**src/rtl/jtag_dbg_pkg.sv**
```systemverilog
// jtag_dbg_pkg
// Shared definitions for the JTAG debug TAP: TAP state encoding, IR codes,
// debug data-register field positions/lengths and debug module-id values.
// Build option: define JTAG_DBG_IDCODE_EN to include the IDCODE instruction
// and make it the IR reset value; otherwise IDCODE decodes as BYPASS and
// the IR resets to BYPASS.
package jtag_dbg_pkg;

  typedef enum logic [3:0] {
    ST_TEST_LOGIC_RESET,
    ST_RUN_TEST_IDLE,
    ST_SELECT_DR,
    ST_CAPTURE_DR,
    ST_SHIFT_DR,
    ST_EXIT1_DR,
    ST_PAUSE_DR,
    ST_EXIT2_DR,
    ST_UPDATE_DR,
    ST_SELECT_IR,
    ST_CAPTURE_IR,
    ST_SHIFT_IR,
    ST_EXIT1_IR,
    ST_PAUSE_IR,
    ST_EXIT2_IR,
    ST_UPDATE_IR
  } tap_state_e;

  // Data register currently placed between TDI and TDO
  typedef enum logic [1:0] {
    DR_BYPASS,
    DR_IDCODE,
    DR_DEBUG
  } dr_sel_e;

  localparam int IR_LEN = 8;
  localparam logic [IR_LEN-1:0] IR_DEBUG   = 8'h32;
  localparam logic [IR_LEN-1:0] IR_IDCODE  = 8'h01;
  localparam logic [IR_LEN-1:0] IR_BYPASS  = 8'hFF;
  localparam logic [IR_LEN-1:0] IR_CAPTURE = 8'b0000_0101;

`ifdef JTAG_DBG_IDCODE_EN
  localparam logic [IR_LEN-1:0] IR_RESET = IR_IDCODE;
`else
  localparam logic [IR_LEN-1:0] IR_RESET = IR_BYPASS;
`endif

  // Debug DR geometry. The longest scan (burst setup) defines the register
  // length; shorter scans are right-aligned at its MSB end.
  localparam int DBG_DR_LEN     = 53;
  localparam int BURST_LEN      = 53;
  localparam int MODSEL_LEN     = 3;
  localparam int IDCODE_LEN     = 32;
  localparam int BURST_FLAG_POS = 52;
  localparam int BURST_OP_LSB   = 48;
  localparam int BURST_ADDR_LSB = 16;
  localparam int BURST_CNT_LSB  = 0;
  localparam int MODSEL_FLAG    = 2;

  localparam logic [1:0] MOD_WISHBONE = 2'b00;
  localparam logic [1:0] MOD_CPU0     = 2'b01;
  localparam logic [1:0] MOD_CPU1     = 2'b10;
  localparam logic [1:0] MOD_RESERVED = 2'b11;

  // Undefined IR codes fall through to BYPASS.
  function automatic dr_sel_e ir_decode(input logic [IR_LEN-1:0] ir);
    dr_sel_e sel;
    sel = DR_BYPASS;
    if (ir == IR_DEBUG) begin
      sel = DR_DEBUG;
    end
`ifdef JTAG_DBG_IDCODE_EN
    else if (ir == IR_IDCODE) begin
      sel = DR_IDCODE;
    end
`endif
    return sel;
  endfunction

endpackage

```
**src/rtl/jtag_dbg_tap_fsm.sv**
```systemverilog
// jtag_tap_fsm
// IEEE 1149.1 16-state TAP controller.
// Ports: clk/rst_n (TCK, async active-low reset), tms (sampled on posedge);
// outputs are one-hot strobes, high while the controller is in that state.
module jtag_tap_fsm
  import jtag_dbg_pkg::*;
(
  input  logic clk,
  input  logic rst_n,
  input  logic tms,
  output logic tlr,
  output logic capture_dr,
  output logic shift_dr,
  output logic update_dr,
  output logic capture_ir,
  output logic shift_ir,
  output logic update_ir
);

  tap_state_e state_reg;
  tap_state_e state_next;

  always_ff @(posedge clk or negedge rst_n) begin
    if (!rst_n) begin
      state_reg <= ST_TEST_LOGIC_RESET;
    end else begin
      state_reg <= state_next;
    end
  end

  always_comb begin
    state_next = state_reg;
    unique case (state_reg)
      ST_TEST_LOGIC_RESET: state_next = tms ? ST_TEST_LOGIC_RESET : ST_RUN_TEST_IDLE;
      ST_RUN_TEST_IDLE:    state_next = tms ? ST_SELECT_DR : ST_RUN_TEST_IDLE;
      ST_SELECT_DR:        state_next = tms ? ST_SELECT_IR : ST_CAPTURE_DR;
      ST_CAPTURE_DR:       state_next = tms ? ST_EXIT1_DR  : ST_SHIFT_DR;
      ST_SHIFT_DR:         state_next = tms ? ST_EXIT1_DR  : ST_SHIFT_DR;
      ST_EXIT1_DR:         state_next = tms ? ST_UPDATE_DR : ST_PAUSE_DR;
      ST_PAUSE_DR:         state_next = tms ? ST_EXIT2_DR  : ST_PAUSE_DR;
      ST_EXIT2_DR:         state_next = tms ? ST_UPDATE_DR : ST_SHIFT_DR;
      ST_UPDATE_DR:        state_next = tms ? ST_SELECT_DR : ST_RUN_TEST_IDLE;
      ST_SELECT_IR:        state_next = tms ? ST_TEST_LOGIC_RESET : ST_CAPTURE_IR;
      ST_CAPTURE_IR:       state_next = tms ? ST_EXIT1_IR  : ST_SHIFT_IR;
      ST_SHIFT_IR:         state_next = tms ? ST_EXIT1_IR  : ST_SHIFT_IR;
      ST_EXIT1_IR:         state_next = tms ? ST_UPDATE_IR : ST_PAUSE_IR;
      ST_PAUSE_IR:         state_next = tms ? ST_EXIT2_IR  : ST_PAUSE_IR;
      ST_EXIT2_IR:         state_next = tms ? ST_UPDATE_IR : ST_SHIFT_IR;
      ST_UPDATE_IR:        state_next = tms ? ST_SELECT_DR : ST_RUN_TEST_IDLE;
      default:             state_next = ST_TEST_LOGIC_RESET;
    endcase
  end

  assign tlr        = (state_reg == ST_TEST_LOGIC_RESET);
  assign capture_dr = (state_reg == ST_CAPTURE_DR);
  assign shift_dr   = (state_reg == ST_SHIFT_DR);
  assign update_dr  = (state_reg == ST_UPDATE_DR);
  assign capture_ir = (state_reg == ST_CAPTURE_IR);
  assign shift_ir   = (state_reg == ST_SHIFT_IR);
  assign update_ir  = (state_reg == ST_UPDATE_IR);

endmodule

```
**src/rtl/jtag_dbg_tap.sv**
```systemverilog
// jtag_dbg_tap
// JTAG debug target: TAP controller, 8-bit IR, and a 53-bit debug DR that
// decodes module-select (3-bit) and burst-setup (53-bit) scans into
// registered commands handed to the debug bridge via cmd_valid/cmd_ack.
// Ports: TCK (only clock), system_reset_n (async, active-low), TMS/TDI in,
// TDO/tdo_oe out, module_id, cmd_valid/opcode/addr/count, cmd_ack in,
// cmd_overrun (sticky dropped-command flag).
// Build option: JTAG_DBG_IDCODE_EN enables the IDCODE instruction.
module jtag_dbg_tap
  import jtag_dbg_pkg::*;
#(
  parameter logic [31:0] IDCODE_VAL = 32'h1000_0001
) (
  input  logic        TCK,
  input  logic        system_reset_n,
  input  logic        TMS,
  input  logic        TDI,
  output logic        TDO,
  output logic        tdo_oe,
  output logic [1:0]  module_id,
  output logic        cmd_valid,
  output logic [3:0]  cmd_opcode,
  output logic [31:0] cmd_addr,
  output logic [15:0] cmd_count,
  input  logic        cmd_ack,
  output logic        cmd_overrun
);

  logic tlr, capture_dr, shift_dr, update_dr, capture_ir, shift_ir, update_ir;

  jtag_tap_fsm u_fsm (
    .clk        (TCK),
    .rst_n      (system_reset_n),
    .tms        (TMS),
    .tlr        (tlr),
    .capture_dr (capture_dr),
    .shift_dr   (shift_dr),
    .update_dr  (update_dr),
    .capture_ir (capture_ir),
    .shift_ir   (shift_ir),
    .update_ir  (update_ir)
  );

  logic [IR_LEN-1:0]     ir_reg;
  logic [IR_LEN-1:0]     ir_sr_reg;
  logic [DBG_DR_LEN-1:0] dr_sr_reg;
  logic [DBG_DR_LEN-1:0] dr_capture_next;
  logic [DBG_DR_LEN-1:0] dr_shift_next;
  logic [5:0]            n_reg;
  logic [1:0]            module_id_reg;
  logic                  cmd_valid_reg;
  logic [3:0]            cmd_opcode_reg;
  logic [31:0]           cmd_addr_reg;
  logic [15:0]           cmd_count_reg;
  logic                  cmd_overrun_reg;
  logic                  tdo_reg;
  dr_sel_e               dr_sel;

  assign dr_sel = ir_decode(ir_reg);

  // Capture/shift values of the selected DR. All DRs share one register;
  // TDI enters at the MSB of the selected register's length.
  always_comb begin
    dr_capture_next = '0;
    dr_shift_next   = '0;
    case (dr_sel)
      DR_DEBUG: begin
        dr_capture_next = {48'b0, cmd_overrun_reg, cmd_valid_reg, module_id_reg, 1'b0};
        dr_shift_next   = {TDI, dr_sr_reg[DBG_DR_LEN-1:1]};
      end
      DR_IDCODE: begin
        dr_capture_next = {{(DBG_DR_LEN-IDCODE_LEN){1'b0}}, IDCODE_VAL};
        dr_shift_next   = {{(DBG_DR_LEN-IDCODE_LEN){1'b0}}, TDI, dr_sr_reg[IDCODE_LEN-1:1]};
      end
      default: begin
        dr_capture_next = '0;
        dr_shift_next   = {{(DBG_DR_LEN-1){1'b0}}, TDI};
      end
    endcase
  end

  // After n shifts the last n scanned bits sit at the top of the register,
  // so a 3-bit word is sr[52:50] and a 53-bit word is the whole register.
  logic debug_update;
  logic modsel_hit;
  logic burst_hit;
  logic valid_after_ack;

  assign debug_update    = update_dr && (dr_sel == DR_DEBUG);
  assign modsel_hit      = debug_update && (n_reg == 6'(MODSEL_LEN))
                           && dr_sr_reg[DBG_DR_LEN-MODSEL_LEN+MODSEL_FLAG];
  assign burst_hit       = debug_update && (n_reg == 6'(BURST_LEN))
                           && !dr_sr_reg[BURST_FLAG_POS];
  // An ack on the same edge frees the slot for the incoming command.
  assign valid_after_ack = cmd_valid_reg && !cmd_ack;

  always_ff @(posedge TCK or negedge system_reset_n) begin
    if (!system_reset_n) begin
      ir_reg    <= IR_RESET;
      ir_sr_reg <= '0;
    end else begin
      if (tlr) begin
        ir_reg <= IR_RESET;
      end else if (update_ir) begin
        ir_reg <= ir_sr_reg;
      end
      if (capture_ir) begin
        ir_sr_reg <= IR_CAPTURE;
      end else if (shift_ir) begin
        ir_sr_reg <= {TDI, ir_sr_reg[IR_LEN-1:1]};
      end
    end
  end

  always_ff @(posedge TCK or negedge system_reset_n) begin
    if (!system_reset_n) begin
      dr_sr_reg <= '0;
      n_reg     <= '0;
    end else if (capture_dr) begin
      dr_sr_reg <= dr_capture_next;
      n_reg     <= '0;
    end else if (shift_dr) begin
      dr_sr_reg <= dr_shift_next;
      if (n_reg != 6'd63) begin
        n_reg <= n_reg + 6'd1;
      end
    end
  end

  always_ff @(posedge TCK or negedge system_reset_n) begin
    if (!system_reset_n) begin
      module_id_reg   <= MOD_WISHBONE;
      cmd_valid_reg   <= 1'b0;
      cmd_opcode_reg  <= '0;
      cmd_addr_reg    <= '0;
      cmd_count_reg   <= '0;
      cmd_overrun_reg <= 1'b0;
    end else begin
      if (modsel_hit) begin
        module_id_reg <= dr_sr_reg[DBG_DR_LEN-MODSEL_LEN +: 2];
      end
      if (burst_hit && !valid_after_ack) begin
        cmd_valid_reg  <= 1'b1;
        cmd_opcode_reg <= dr_sr_reg[BURST_OP_LSB +: 4];
        cmd_addr_reg   <= dr_sr_reg[BURST_ADDR_LSB +: 32];
        cmd_count_reg  <= dr_sr_reg[BURST_CNT_LSB +: 16];
      end else if (cmd_ack) begin
        cmd_valid_reg <= 1'b0;
      end
      if (tlr) begin
        cmd_overrun_reg <= 1'b0;
      end else if (burst_hit && valid_after_ack) begin
        cmd_overrun_reg <= 1'b1;
      end
    end
  end

  // TDO changes on the falling edge so the host samples a stable bit.
  always_ff @(negedge TCK or negedge system_reset_n) begin
    if (!system_reset_n) begin
      tdo_reg <= 1'b0;
    end else if (shift_ir) begin
      tdo_reg <= ir_sr_reg[0];
    end else if (shift_dr) begin
      tdo_reg <= dr_sr_reg[0];
    end else begin
      tdo_reg <= 1'b0;
    end
  end

  assign TDO         = tdo_reg;
  assign tdo_oe      = shift_ir || shift_dr;
  assign module_id   = module_id_reg;
  assign cmd_valid   = cmd_valid_reg;
  assign cmd_opcode  = cmd_opcode_reg;
  assign cmd_addr    = cmd_addr_reg;
  assign cmd_count   = cmd_count_reg;
  assign cmd_overrun = cmd_overrun_reg;

endmodule
```
**config.mk**
```make
export PLATFORM = sky130hd
export DESIGN_NAME = jtag_dbg_tap
export DESIGN_NICKNAME = d
export VERILOG_FILES = /design/src/rtl/jtag_dbg_pkg.sv /design/src/rtl/jtag_dbg_tap_fsm.sv /design/src/rtl/jtag_dbg_tap.sv
export SDC_FILE = /design/constraint.sdc
export NUM_CORES = 1
export LEC_CHECK = 0
export ABC_AREA = 1
export BUFFER_PORTS_ARGS = -buffer_cell sky130_fd_sc_hd__buf_2
export CAP_MARGIN = 20
export CORE_MARGIN = 2
export CORE_UTILIZATION = 30
export CTS_CLUSTER_DIAMETER = 40
export CTS_CLUSTER_SIZE = 28
export DETAILED_ROUTE_END_ITERATION = 6
export SETUP_SLACK_MARGIN = 0.15
export SLEW_MARGIN = 20
export SYNTH_ARGS = -nofsm -noshare
export SYNTH_HDL_FRONTEND = slang
export SYNTH_SLANG_ARGS = --single-unit
```
**constraint.sdc**
```tcl
create_clock -name TCK -period 2.2 [get_ports TCK]
set_input_delay 0.33 -clock TCK [delete_from_list [all_inputs] [get_ports TCK]]
set_output_delay 0.33 -clock TCK [all_outputs]
set_load 0.005 [all_outputs]
```
==> Yosys cells after proc, flatten, opt, wreduce, memory -nomap -nowiden <==
Index checks and enable logic that the tools add are counted.
{ "op_classes": {"n_addsub": 1, "n_eq_ne": 21, "mux": 31, "n_reduce_logical": 23} }
{ "op_table": {"columns": ["operator", "n"], "rows": [
  ["53-bit 2-to-1 mux", 2],
  ["53-bit case mux with 2 select lines", 1],
  ["29-bit case mux with 2 select lines", 1],
  ["4-bit case mux with 12 select lines", 1],
  ["4-bit == test (second input constant)", 8],
  ["8-bit 2-to-1 mux", 4],
  ["6-bit 2-to-1 mux", 3],
  ["4-bit by 3-bit == test with 1-bit output (second input constant)", 4],
  ["4-bit 2-to-1 mux", 4],
  ["2-bit nonzero test", 6],
  ["1-bit 2-to-1 mux", 9],
  ["4-bit by 2-bit == test with 1-bit output (second input constant)", 2],
  ["8-bit by 6-bit == test with 1-bit output (second input constant)", 1],
  ["1-bit logical AND", 8],
  ["2-bit 2-to-1 mux", 4],
  ["6-bit by 1-bit adder with 6-bit output (second input constant)", 1],
  ["6-bit by 2-bit == test with 1-bit output (second input constant)", 1],
  ["6-bit == test (second input constant)", 1],
  ["3-bit 2-to-1 mux", 2],
  ["6-bit inequality test (second input constant)", 1],
  ["4-bit by 1-bit == test with 1-bit output (second input constant)", 1],
  ["4-bit logical NOT", 1],
  ["2-bit OR reduction", 2],
  ["1-bit logical NOT", 3],
  ["5 further kinds", 5]
]} }
{ "word_totals": {"register_bits": 136, "in_bits": 5, "out_inout_bits": 58} }

==> Logic depth before layout (Yosys ltp) <==
{ "logic_depth": {"word_depth": 9, "mapped_depth": 10, "depth_no_buf": 9} }

==> Modules after synthesis <==
Synthesis repeated with hierarchy kept, for this count alone.
{ "unflattened": {"cells_unflattened": 688, "area_unflattened_um2": 6107.1} }
{ "modules_own_cells": {"columns": ["module", "n_inst", "cells_per_inst", "area_each_um2"], "rows": [
  ["jtag_dbg_tap", 1, 622, 5716.7],
  ["jtag_tap_fsm", 1, 66, 390.4]
]} }

==> insert_results.sql <==
INSERT INTO impl_metrics (metric_group, metric, value, unit) VALUES
('run_status', 'status', 'finished, violations left', ''),
('run_status', 'violated_checks', 'negative setup slack', ''),
('timing', 'timing_max_transition_violations_final', '0', ''),
('timing', 'grt_setup_unrepaired', 'yes', ''),
('timing', 'fin_ws', '-0.1839', 'ns'),
('drt', 'detail_route.drc_violations', '0', ''),
('global_route', 'grt_antenna_before_repair', '0', ''),
('cells_and_area', 'largest_register_ffs', '53', ''),
('drt', 'num_vias', '4742', ''),
('power_and_ir_drop', 'static-leakage-power', '3.905', 'nW'),
('setup_path', 'critical_path_class', 'reg2out', ''),
('drt', 'first_iter_violations', '258', ''),
('power_and_ir_drop', 'switching_portion_of_total_power', '0.2850', ''),
('clock_tree', 'tritoncts_clock_tree', 'built', ''),
('power_and_ir_drop', 'power_frac_comb', '0.184', ''),
('floorplanning', 'i_o_pin_count', '63', ''),
('floorplanning', 'die_height', '144.7', 'um'),
('placed_design', 'numPortBuffers', '62', ''),
('setup_path', 'crit_family', 'flip-flops', ''),
('global_route', 'grt_pass1_vias', '4481', ''),
('synth', 'postSynthNetCount', '676', ''),
('power_and_ir_drop', 'p_int', '5.372', 'mW'),
('drt', 'route.antenna.remaining_nets', '0', ''),
('timing', 'setup_viol', '1', ''),
('setup_path', 'critical_path_start_type', 'flop', ''),
('timing', 'tightestPinTransition', '0.7378', 'ns'),
('clock_tree', 'clock-root-buffer', 'sky130_fd_sc_hd__clkbuf_16', ''),
('global_route', 'grt-ovfl-total', '0', ''),
('clock_tree', 'worst_skew_pair.late_latency', '0.41', 'ns'),
('setup_path', 'worst-r2r-setup-slack', '0.17', 'ns'),
('global_route', 'maximum_number_of_pins_on_one_net_before_global_route_repair', '136', ''),
('drt', 'via_per_inst', '4.695', ''),
('floorplanning', 'design.die.area', '20940', 'sq um'),
('global_route', 'global_route.usage.total', '0.1388', ''),
('flow_run', 'drv_cap', '0', ''),
('hold_path', 'hold_path.class', 'in2async', ''),
('cells_and_area', 'layout-drive-gt1-share', '0.1973', ''),
('setup_path', 'worstPathBufferInverterCount', '1', ''),
('setup_path', 'setup.worst_path.end_class', 'output pin', ''),
('power_and_ir_drop', 'share_seq_of_total_power', '0.386', ''),
('setup_path', 'critical-path-slowest-cell', 'sky130_fd_sc_hd__dfrtn_1', ''),
('cells_and_area', 'insertedDiodeCount', '0', ''),
('synth', 'synth_area', '5939', 'sq um'),
('timing', 'finalSetupTns', '-0.1839', 'ns'),
('synth', 'synth-edff-count', '0', ''),
('timing', 'finalClockSkew', '0.02195', 'ns'),
('synth', 'avgSynthCellArea', '8.878', 'sq um'),
('synth', 'synth.yosys.warnings', '0', ''),
('cells_and_area', 'nNetsFinal', '739', ''),
('global_route', 'grt_pass1_wl', '22720', 'um'),
('setup_path', 'cp_slowest_stage_delay', '0.44', 'ns'),
('placed_design', 'placed_inst_area', '6535', 'sq um'),
('power_and_ir_drop', 'power_frac_clock', '0.431', ''),
('setup_path', 'crit_required', '1.87', 'ns'),
('synth', 'synth.largest_area_cell', 'sky130_fd_sc_hd__dfrtp_1', ''),
('floorplanning', 'initial_core_util', '0.3052', ''),
('power_and_ir_drop', 'power_per_cell_area', '1035', 'nW/um^2'),
('clock_tree', 'clk_pin_slew', '0.05', 'ns'),
('synth', 'synth_top_cells_by_count', 'sky130_fd_sc_hd__nand2_1, sky130_fd_sc_hd__dfrtp_1, sky130_fd_sc_hd__nand3_1, sky130_fd_sc_hd__nand4_1, sky130_fd_sc_hd__inv_1', ''),
('placed_design', 'dp_hpwl', '8650', 'um'),
('clock_tree', 'max-clock-path-buffers', '2', ''),
('cells_and_area', 'layout.filler_cells', '1949', ''),
('cells_and_area', 'post_route_utilization', '0.3731', ''),
('drt', 'drt-wirelength-per-cell', '13.52', 'um'),
('synth', 'synthDominantCellAreaShare', '0.5351', ''),
('setup_path', 'critical_path_arrival', '2.05', 'ns'),
('timing', 'hold_violations', '0', ''),
('floorplanning', 'core.rowCount', '51', ''),
('placed_design', 'globalplace.congestion', '0.7972', ''),
('clock_tree', 'numCtsBuffers', '17', ''),
('power_and_ir_drop', 'max-vdd-ir-drop', '0.0004136', 'V');
## cell type report
cell class / instances / area [sq um] / area share
flip-flops and latches: 136 / 3413 / 0.4700
multi-input cells: 451 / 2162 / 0.2977
repair buffers: 81 / 509.2 / 0.07012
clock buffers: 21 / 460.4 / 0.06340
well taps: 265 / 331.6 / 0.04566
clock inverters: 11 / 216.5 / 0.02981
inverters: 45 / 168.9 / 0.02326
## per-layer routing
metal	routed length, um	GRT usage	vias up
li1	-	-	2358
met1	6463	0.1848	2269
met2	6422	0.2198	97
met3	580	0.03521	18
met4	184	0.05059	0
met5	0	0	-
## power groups by stage
stage	registers [mW]	logic, mW	clock network (mW)
6_report	2.90	1.38	3.24
5_1_grt	2.92	1.56	3.41
4_1_cts	2.89	1.34	3.31
3_5_place_dp	2.94	1.30	0
3_3_place_gp	2.94	1.30	0
2_1_floorplan	2.90	1.03	0
## cells in the final DEF (no fill, tap or decap), types with 3 or more instances in the layout
| cell type | n |
|---|---|
| sky130_fd_sc_hd__nand2_1 | 242 |
| sky130_fd_sc_hd__dfrtp_1 | 127 |
| sky130_fd_sc_hd__buf_2 | 61 |
| sky130_fd_sc_hd__nand3_1 | 57 |
| sky130_fd_sc_hd__nand4_1 | 56 |
| sky130_fd_sc_hd__inv_1 | 35 |
| sky130_fd_sc_hd__o21ai_0 | 21 |
| sky130_fd_sc_hd__nor2_1 | 19 |
| sky130_fd_sc_hd__clkbuf_16 | 17 |
| sky130_fd_sc_hd__buf_4 | 15 |
| sky130_fd_sc_hd__inv_2 | 9 |
| sky130_fd_sc_hd__o211ai_1 | 8 |
| sky130_fd_sc_hd__o22ai_1 | 8 |
| sky130_fd_sc_hd__dfstp_2 | 8 |
| sky130_fd_sc_hd__o21ai_1 | 7 |
| sky130_fd_sc_hd__nand2_2 | 6 |
| sky130_fd_sc_hd__nor2_4 | 6 |
| sky130_fd_sc_hd__bufinv_16 | 6 |
| sky130_fd_sc_hd__buf_12 | 4 |
| sky130_fd_sc_hd__nor2_2 | 3 |
| sky130_fd_sc_hd__o31ai_1 | 3 |
## final timing paths
kind,start,to,depth (start not counted)
min,system_reset_n,cmd_count[11],2
max in group asynchronous,system_reset_n,TDO,1
max,TDO,TDO,1
min in group TCK,TDI,dr_sr_reg[0],3
min reg2reg,cmd_count[8],cmd_count[8],2
max reg2reg,u_fsm.state_reg[0],TDO,5
## stage by stage
stage | power (mW) | hold WS, ns | worst slack [ns] | instances
6_report | 7.514 | 0.03139 | -0.1839 | 1010
5_1_grt | 7.892 | 0.1209 | -0.2108 | 1010
4_1_cts | 7.544 | 0.09838 | -0.1970 | 1009
3_5_place_dp | 4.241 | 0.4526 | 0.1076 | 974
3_3_place_gp | 4.241 | 0.4501 | 0.1425 | 974
2_1_floorplan | 3.928 | 0.03441 | 0.1242 | 669
## cells by family after synthesis
kind of cell / count (synthesis) / share of synthesized area
simple gates: 393 / 0.2964
flops: 136 / 0.5747
buf+inv: 82 / 0.06594
compound gates: 54 / 0.05583
xor+xnor: 2 / 0.002950
fa+ha+maj: 2 / 0.004213
## worst register-to-register path, cell delays in order (launching register included)
cell and delay, ns:
sky130_fd_sc_hd__dfrtp_1 0.44, sky130_fd_sc_hd__inv_2 0.09, sky130_fd_sc_hd__nand2_2 0.08, sky130_fd_sc_hd__nor2_4 0.05
sky130_fd_sc_hd__nand2_1 0.05, sky130_fd_sc_hd__o21ai_1 0.05
## timing repair
item / 4_1_cts / 5_1_grt
hold endpoints to repair: 0 / 0
resized for setup: 2 / 2
setup endpoints to repair: 7 / 3
pin swaps: 2 / 1
hold buffers: 0 / 0
buffers inserted: 3 / 0
Power figures use the tool's default switching activity.
